==> config.mk <==
export PLATFORM = sky130hd
export DESIGN_NAME = divu_seq
export DESIGN_NICKNAME = d
export VERILOG_FILES = /design/src/rtl/divu_pkg.sv /design/src/rtl/divu_step.sv /design/src/rtl/divu_seq.sv
export SDC_FILE = /design/constraint.sdc
export NUM_CORES = 1
export LEC_CHECK = 0
export ABC_AREA = 0
export BUFFER_PORTS_ARGS = -buffer_cell sky130_fd_sc_hd__buf_2
export CAP_MARGIN = 20
export CORE_AREA = 2 2 57 59
export DETAILED_ROUTE_END_ITERATION = 7
export DIE_AREA = 0 0 59 61
export PLACE_DENSITY = 0.9
export SYNTH_ARGS = -nofsm -noshare
export SYNTH_HDL_FRONTEND = slang
export SYNTH_SLANG_ARGS = --single-unit
==> constraint.sdc <==
create_clock -name clk -period 4.2 [get_ports clk]
set_input_delay 0.42 -clock clk [delete_from_list [all_inputs] [get_ports clk]]
set_output_delay 0.42 -clock clk [all_outputs]
set_load 0.005 [all_outputs]
==> src/rtl/divu_pkg.sv <==
// Shared definitions for the sequential unsigned divider: state encoding,
// default widths and a small sizing helper.
package divu_pkg;

    localparam int DIVU_DW_DEF = 8;
    localparam int DIVU_VW_DEF = 4;

    typedef enum logic [1:0] {
        ST_IDLE = 2'd0,
        ST_RUN  = 2'd1,
        ST_DONE = 2'd2
    } divu_state_e;

    // Width of a down-counter that must hold the value n.
    function automatic int divu_cnt_width(input int n);
        return $clog2(n + 1);
    endfunction

endpackage

==> src/rtl/divu_step.sv <==
// One restoring-division iteration: shift the next dividend bit into the
// partial remainder and subtract the divisor when it fits.
module divu_step #(
    parameter int VW = 4
) (
    input  logic [VW-1:0] rem_in,
    input  logic          bit_in,
    input  logic [VW-1:0] divisor,
    output logic [VW-1:0] rem_out,
    output logic          q_bit
);

    logic [VW:0] trial_s;

    // Conditional subtract on the VW+1-bit shifted partial remainder.
    always_comb begin
        trial_s = {rem_in, bit_in};
        if (trial_s >= {1'b0, divisor}) begin
            q_bit   = 1'b1;
            rem_out = VW'(trial_s - {1'b0, divisor});
        end else begin
            q_bit   = 1'b0;
            rem_out = trial_s[VW-1:0];
        end
    end

endmodule

==> src/rtl/divu_seq.sv <==
// Sequential unsigned restoring divider, one quotient bit per cycle.
// Optional build macro: DIVU_FAST_EXIT_EN -- when defined, a zero divisor or
// a dividend smaller than the divisor finishes one cycle after acceptance.
// Results are identical with or without the macro; only latency differs.
module divu_seq
    import divu_pkg::*;
#(
    parameter int DW = DIVU_DW_DEF,
    parameter int VW = DIVU_VW_DEF
) (
    input  logic          clk,
    input  logic          rst_n,
    input  logic          start,
    input  logic [DW-1:0] dividend,
    input  logic [VW-1:0] divisor,
    output logic          busy,
    output logic          done,
    output logic [DW-1:0] quotient,
    output logic [VW-1:0] remainder,
    output logic          div_by_zero
);

    localparam int CW = divu_cnt_width(DW);

    divu_state_e   state_r;
    divu_state_e   state_nx_s;
    logic [CW-1:0] cnt_r;
    logic [DW-1:0] q_sh_r;
    logic [VW-1:0] rem_r;
    logic [VW-1:0] dvsr_r;
    logic          accept_s;
    logic [VW-1:0] step_rem_s;
    logic          step_bit_s;
    logic          busy_nx_s;
    logic          done_nx_s;
    logic          busy_r;
    logic          done_r;
    logic [DW-1:0] quotient_r;
    logic [VW-1:0] remainder_r;
    logic          dbz_r;

`ifdef DIVU_FAST_EXIT_EN
    logic          fast_s;
    assign fast_s = (divisor == {VW{1'b0}}) || (dividend < DW'(divisor));
`endif

    divu_step #(.VW(VW)) u_step (
        .rem_in  (rem_r),
        .bit_in  (q_sh_r[DW-1]),
        .divisor (dvsr_r),
        .rem_out (step_rem_s),
        .q_bit   (step_bit_s)
    );

    // A new request is only taken when no division is in flight.
    always_comb begin
        accept_s = 1'b0;
        if (start && ((state_r == ST_IDLE) || (state_r == ST_DONE))) begin
            accept_s = 1'b1;
        end else begin
            accept_s = 1'b0;
        end
    end

    // State register.
    always_ff @(posedge clk or negedge rst_n) begin
        if (!rst_n) begin
            state_r <= ST_IDLE;
        end else begin
            state_r <= state_nx_s;
        end
    end

    // Next-state logic: RUN ends once the counter has reached zero.
    always_comb begin
        state_nx_s = state_r;
        case (state_r)
            ST_IDLE: begin
                if (accept_s) state_nx_s = ST_RUN;
                else          state_nx_s = ST_IDLE;
            end
            ST_RUN: begin
                if (cnt_r == {CW{1'b0}}) state_nx_s = ST_DONE;
                else                     state_nx_s = ST_RUN;
            end
            ST_DONE: begin
                if (accept_s) state_nx_s = ST_RUN;
                else          state_nx_s = ST_IDLE;
            end
            default: state_nx_s = ST_IDLE;
        endcase
    end

    // Output decode from the upcoming state so busy/done come out of flops.
    always_comb begin
        busy_nx_s = 1'b0;
        done_nx_s = 1'b0;
        case (state_nx_s)
            ST_RUN:  busy_nx_s = 1'b1;
            ST_DONE: done_nx_s = 1'b1;
            default: begin
                busy_nx_s = 1'b0;
                done_nx_s = 1'b0;
            end
        endcase
    end

    // Datapath: operand capture, shift-subtract iterations, result latch.
    always_ff @(posedge clk or negedge rst_n) begin
        if (!rst_n) begin
            cnt_r       <= {CW{1'b0}};
            q_sh_r      <= {DW{1'b0}};
            rem_r       <= {VW{1'b0}};
            dvsr_r      <= {VW{1'b0}};
            busy_r      <= 1'b0;
            done_r      <= 1'b0;
            quotient_r  <= {DW{1'b0}};
            remainder_r <= {VW{1'b0}};
            dbz_r       <= 1'b0;
        end else begin
            if (accept_s) begin
                dvsr_r <= divisor;
`ifdef DIVU_FAST_EXIT_EN
                if (fast_s) begin
                    // Answer is known up front; RUN lasts a single cycle.
                    if (divisor == {VW{1'b0}}) begin
                        q_sh_r <= {DW{1'b1}};
                        rem_r  <= {VW{1'b0}};
                    end else begin
                        q_sh_r <= {DW{1'b0}};
                        rem_r  <= dividend[VW-1:0];
                    end
                    cnt_r <= {CW{1'b0}};
                end else begin
                    q_sh_r <= dividend;
                    rem_r  <= {VW{1'b0}};
                    cnt_r  <= CW'(DW);
                end
`else
                q_sh_r <= dividend;
                rem_r  <= {VW{1'b0}};
                cnt_r  <= CW'(DW);
`endif
            end else if (state_r == ST_RUN) begin
                if (cnt_r != {CW{1'b0}}) begin
                    // Dividend bits leave the top of q_sh while quotient bits enter the bottom.
                    rem_r  <= step_rem_s;
                    q_sh_r <= {q_sh_r[DW-2:0], step_bit_s};
                    cnt_r  <= cnt_r - CW'(1);
                end else begin
                    quotient_r <= q_sh_r;
                    if (dvsr_r == {VW{1'b0}}) begin
                        remainder_r <= {VW{1'b0}};
                        dbz_r       <= 1'b1;
                    end else begin
                        remainder_r <= rem_r;
                        dbz_r       <= 1'b0;
                    end
                end
            end else begin
                cnt_r <= cnt_r;
            end
            busy_r <= busy_nx_s;
            done_r <= done_nx_s;
        end
    end

    assign busy        = busy_r;
    assign done        = done_r;
    assign quotient    = quotient_r;
    assign remainder   = remainder_r;
    assign div_by_zero = dbz_r;

endmodule
==> flow_metrics.tcl, run 1 <==
set metrics [dict create \
    outcome "finished, final reports clean" \
    fin_crit_sh_pct 47.4 \
    synth_top_area_share_pct 55.6 \
    cts_sinks 37 \
    path_clk_slew_ns 0.11 \
    critPathRequiredTime_ns 4.49 \
    cts_htree_levels 2 \
    die_y_um 61 \
    total_power_mw 1.64 \
    route.detailed.drc 0 \
    setup-tns-final_ns 0 \
    syn_avg_cell_area_um2 9.98 \
    fin_nets 220 \
    maxCapViolCount 0 \
    cts_buffer_depth 2 \
    final_cells 233 \
    grt_pass1_wl_um 5770 \
    top_layer "met4" \
    synthesis.area_mm2 0.00167 \
    setup_viol 0 \
    grt.overflow.total 0 \
    fp.coreArea_mm2 0.00295 \
    die_area_mm2 0.00360 \
    comb_power_share_pct 44.7 \
    cts_tree "yes" \
    hold_viol 0 \
    dp.final_hpwl_um 2490 \
    synth-seq-cells 37 \
    ys_seq_area_share_pct 55.6 \
    die_x_um 59 \
    area_delta_synth_final_pct 15.2 \
    start_util_pct 56.4 \
    yosys_warnings 0 \
    cp_max_fo 16 \
    leakagePower_nw 0.979 \
    pwr-share-clk_pct 15.9 \
    avgRoutedWirePerCell_um 14.9 \
    end_kind "register" \
    gp_congestion 0.884 \
    layout_commonest_cell "nand2_1" \
    relSlewSlack_pct 47.0 \
    place.port_buffers 29 \
    cts_buffers 5 \
    initialDrtViolationCount 75 \
    final_cell_mix "nand2_1 (43), dfrtp_1 (37), buf_2 (29)" \
    ant_nets 0 \
    syn_nets 188 \
    power.density_mw_per_mm2 856 \
    fin_skew_ns 0.00519 \
    vias_per_cell 5.48 \
    postCtsSetupBuffers 0 \
    worst_slew_pin_slew_ns 0.795 \
    criticalPathCategory "register to register" \
    track_usage_pct 22.0 \
    first_pass_iters 4 \
    hp-class "input pin to async pin" \
    power_frac_seq_pct 39.5 \
    cts-root-buf "clkbuf_4" \
    drv_slew 0 \
    grt_max_degree 38 \
    synthCells 167 \
    grt_pass1_vias 1300 \
    post-route-min-period_ns 1.99 \
    switchingPower_uw 666 \
    placed_cells 224 \
    wl_met2_um 1700 \
    antenna_cells 0 \
    ctsHoldBuffers 0 \
    wl_met1_um 1540 \
    netlist_top_cells_area "dfrtp_1 (56%), nand2_1 (9.7%), ha_1 (3.8%)" \
    layout-drive-gt1-share_pct 25.0 \
    synth_cell_type_count 35 \
    worst_ep_arrival_time_ns 2.28 \
    rsz0062_at_grt "false" \
    swShare_pct 40.5 \
    cts_resized 0 \
    wl_met3_um 169 \
    utilization_pct 65.0 \
    drt_wl_total_um 3460 \
    antenna_found_initial 0 \
    rows 20 \
    irDropWorstVdd_mv 0.418 \
    io_pins 30 \
    worst_setup_path_start_kind "register" \
    vias 1277 \
    rrSetupSlack_ns 2.21 \
    fmax_ghz 0.502 \
    synth_largest_area_cell "dfrtp_1" \
    internal_power_uw 979 \
    worst_r2r_path_depth 6 \
    insertion_delay_ns 0.35 \
]
## path summary, 6_finish.rpt
kind,startpoint,end
setup reg to reg,cnt_r[0],remainder[2]
max in group asynchronous,rst_n,cnt_r[2]
hold reg to reg,quotient[5],quotient[5]
hold / removal,rst_n,q_sh_r[5]
min in group clk,divisor[0],dvsr_r[0]
setup / recovery,cnt_r[0],remainder[2]
## final cells by class
class	instances	area, um2
clock buffers	6	51.3
clock inverters	2	37.5
fillers	243	1030
inverters	11	41.3
multi-input cells	114	667
flip-flops and latches	37	926
well taps	33	41.3
repair buffers	30	156
## power by group through the flow
stage / Clock (mW) / Sequential [mW] / Combinational, mW
final: 0.261 / 0.649 / 0.734
after global routing: 0.281 / 0.670 / 0.834
after CTS: 0.265 / 0.649 / 0.735
after detailed placement: 0 / 0.655 / 0.728
after global placement: 0 / 0.646 / 0.682
after floorplan: 0 / 0.636 / 0.547
## routing by layer
metal | GRT usage [%] | vias up
met4 | 8.44 | 0
met2 | 38.6 | 43
li1 | - | 626
met5 | 0 | -
met1 | 25.5 | 600
met3 | 6.40 | 8
## cell usage after synthesis
cell type / number
o21ai_1: 2
a22o_1: 4
or3b_4: 1
nor2_2: 1
inv_2: 2
nor2b_1: 1
nand2_1: 43
a22oi_2: 1
nand4_1: 1
nor3_1: 3
inv_1: 9
a21oi_2: 1
nand2_2: 3
and2b_2: 1
dfrtp_1: 37
clkbuf_1: 1
buf_4: 1
nand2b_1: 3
buf_6: 1
or4_1: 2
nand3_1: 6
buf_2: 2
nor3b_1: 1
nor2_1: 8
o31ai_1: 2
fa_1: 1
o311ai_1: 2
o21a_1: 1
xor2_1: 3
a21oi_1: 2
o21ai_2: 2
ha_1: 5
o21ai_0: 6
a22oi_1: 7
nor4_1: 1
## cells by family after synthesis
| kind of cell | after synthesis | synth area share [%] |
|---|---|---|
| buf+inv | 16 | 4.43 |
| fa+ha+maj | 6 | 4.96 |
| flops | 37 | 55.6 |
| simple gates | 75 | 20.5 |
| compound gates | 30 | 13.0 |
| xor+xnor | 3 | 1.58 |
## sequential cells by signal, indices dropped and copies added (netlist names)
signal,count
q_sh_r,8
quotient,8
cnt_r,4
dvsr_r,4
rem_r,4
remainder,4
state_r,2
busy,1
div_by_zero,1
done,1
## critical path, stage by stage, from the launching register on
cell     delay [ns]
dfrtp_1        0.44
inv_1          0.08
ha_1           0.19
nor3b_1        0.27
nand2_1        0.41
nor2_2         0.36
a22o_1         0.17
## through the flow
stage / cell area [um2] / hold slack [ns] / setup WS, ns
after floorplan: 1670 / 0.124 / 2.59
after global placement: 1820 / 0.453 / 2.19
after detailed placement: 1820 / 0.459 / 2.06
after CTS: 1910 / 0.163 / 2.19
after global routing: 1920 / 0.197 / 1.95
final: 1920 / 0.147 / 2.21
No activity file was read; power rests on OpenSTA's default activity.
==> run 2: changes to the inputs <==
ABC_AREA = 1   (was 0)
CORE_AREA = 2 2 60 62   (was 2 2 57 59)
DIE_AREA = 0 0 62 64   (was 0 0 59 61)
PLACE_DENSITY = 0.85   (was 0.9)
clock period = 1.9 ns   (was 4.2 ns; I/O delays follow)
==> flow_metrics.tcl, run 2 <==
set metrics [dict create \
    outcome "finished, final reports clean" \
    worst_slew_pin_slew_ns 0.772 \
    end_kind "register" \
    die_y_um 64 \
    fin_crit_sh_pct 84.1 \
    drt_wl_total_um 3130 \
    synthArstFlopShare_pct 100 \
    setup-tns-final_ns 0 \
    vias 1302 \
    final_cell_mix "nand2_1 (48), dfrtp_1 (37), buf_2 (29)" \
    dp.final_hpwl_um 2310 \
    critical-path-max-stage-delay_ns 0.43 \
    rrSetupSlack_ns 0.30 \
    rows 21 \
    yosysMostFrequentCell "nand2_1" \
    ys_seq_area_share_pct 53.4 \
    antenna_cells 0 \
    fin_nets 233 \
    timing.rr.end "rem_r[2]" \
    cp_max_fo 5 \
    leakagePower_nw 1.03 \
    fin_skew_ns 0.0105 \
    multi_input_area_um2 664 \
    worst_ep_arrival_time_ns 1.89 \
    cts-root-buf "clkbuf_4" \
    yosys_warnings 0 \
    ant_nets 0 \
    path_clk_slew_ns 0.11 \
    initialDrtViolationCount 100 \
    vias_per_cell 5.03 \
    die_area_mm2 0.00397 \
    register_area_um2 926 \
    setup_viol 0 \
    final_cells 259 \
    avgRoutedWirePerCell_um 12.1 \
    holdPathStages 3 \
    die_x_um 62 \
    synth.top_cells.by_count "nand2_1 (48), dfrtp_1 (37), inv_1 (23)" \
    route.detailed.drc 0 \
    cpMostUsedCell "nand2_1" \
    hold_start "divisor[2]" \
    layout_commonest_cell "nand2_1" \
    synth_cell_type_count 24 \
    fillers 279 \
    placed_cells 250 \
    cts_buffer_depth 2 \
    finalWorstSetupSlack_ns 0.302 \
    worst_r2r_path_depth 8 \
    antenna_found_initial 0 \
    place.port_buffers 29 \
    rsz0062_at_grt "false" \
    power.density_mw_per_mm2 1850 \
    irDropWorstVdd_mv 0.697 \
    syn_nets 201 \
    hold_viol 0 \
    drv_slew 0 \
    cts_buffers 5 \
    hold_ws_ns 0.0316 \
    cts_htree_levels 2 \
    post-route-min-period_ns 1.60 \
    critPathRequiredTime_ns 2.20 \
    gp_congestion 0.845 \
    insertion_delay_ns 0.36 \
    min_to "dvsr_r[2]" \
    synth_largest_area_cell "dfrtp_1" \
    synth_top_area_share_pct 53.4 \
    synth-seq-cells 37 \
    relSlewSlack_pct 48.6 \
    grt_pass1_vias 1218 \
    synth_flop_cell "dfrtp_1" \
    grt.overflow.total 0 \
    worst_setup_path_start_kind "register" \
    synth-edff-count 0 \
    first_pass_iters 4 \
    layout-drive-gt1-share_pct 28.2 \
    crit_path_cell_trace "ha_1 > a21oi_1 > nand2_1 > nand2_1 > nand2_1 > nand2_1 > nand3_1 > nand2_1" \
    fp.coreArea_mm2 0.00328 \
    synthCells 180 \
    cts_sinks 37 \
    cts_tree "yes" \
    grt_max_degree 38 \
    maxCapViolCount 0 \
    syn_avg_cell_area_um2 9.64 \
    cp_slowest_cell "dfrtp_1" \
    grt_pass1_wl_um 5330 \
    dp_slack_ns 0.349 \
    r2r_start "rem_r[1]" \
    synthesis.area_mm2 0.00174 \
    fmax_ghz 0.626 \
    start_util_pct 52.8 \
    io_pins 30 \
    track_usage_pct 18.5 \
    netlist_top_cells_area "dfrtp_1 (53%), nand2_1 (10%), inv_1 (5.0%)" \
    area_delta_synth_final_pct 13.8 \
    hp-class "input pin to register" \
    criticalPathCategory "register to register" \
]
run 2: changes by cell type after synthesis, moves of 5 or more:
| cell | delta |
|---|---|
| nand3_1 | +6 |
| o221ai_1 | +7 |
| inv_1 | +14 |
| a22oi_1 | -7 |
| nand2_1 | +5 |
| o21ai_2 | +7 |
run 2: how the worst max path moves through the flow:
stage | startpoint | to | slack (ns) | cells past startpoint
detailed placement | rem_r[1] | rem_r[1] | 0.35 | 8
global placement | rem_r[1] | q_sh_r[0] | 0.35 | 7
global route | rem_r[1] | rem_r[2] | 0.13 | 8
finish | rem_r[1] | rem_r[2] | 0.30 | 8
floorplan | rem_r[1] | q_sh_r[0] | 0.50 | 7
CTS | rem_r[1] | rem_r[2] | 0.31 | 8
run 2: cell type report:
| type | instances | share of cell area [%] |
|---|---|---|
| multi-input combinational | 111 | 33.7 |
| timing repair buffer | 30 | 7.86 |
| clock inverter | 1 | 0.253 |
| inverter | 27 | 5.13 |
| sequential | 37 | 46.9 |
| tap | 46 | 2.92 |
| clock buffer | 7 | 3.30 |
run 2: critical path, delay by kind of cell, from the launching register on:
family                   cells  cell delay, ns
AND/OR/NAND/NOR              6            0.60
AO/OA/AOI/OAI                1            0.15
flip-flops                   1            0.43
adder cells (fa/ha/maj)      1            0.36
run 2: layer usage:
layer	wire length (um)	part of all wire, %	global-route usage [%]	vias to the layer above
li1	-	-	-	651
met1	1370	44	23.7	613
met2	1540	49	28.1	32
met3	167	5.3	6.68	6
met4	52	1.7	7.18	0
met5	0	0	0	-
run 2: cell families after synthesis:
family	Yosys count	synth area share, %
buffers and inverters	32	8.36
AND/OR/NAND/NOR	72	19.1
XOR/XNOR	1	0.505
adder cells (fa/ha/maj)	6	4.76
flip-flops	37	53.4
AO/OA/AOI/OAI	32	13.9
run 2: repair_timing:
item | in CTS | in global routing
hold buffers | 1 | 0
setup buffers | 0 | 0
hold endpoints to repair | 37 | 0
gates resized for setup | 0 | 0
run 2: power breakdown:
part	switching (mW)	leakage (nW)	internal, mW
clock	0.261	0.0413	0.214
sequential	0.179	0.455	1.17
combinational	1.13	0.536	0.700
total	1.57	1.03	2.08
run 2: per-stage QoR:
stage | utilization [%] | instance area, um2 | total power [mW]
after floorplan | - | 1740 | 2.80
after global placement | 57.7 | 1890 | 3.15
after detailed placement | 57.7 | 1890 | 3.20
after CTS | 60.1 | 1970 | 3.67
after global routing | 60.1 | 1970 | 4.04
final | 60.1 | 1970 | 3.65
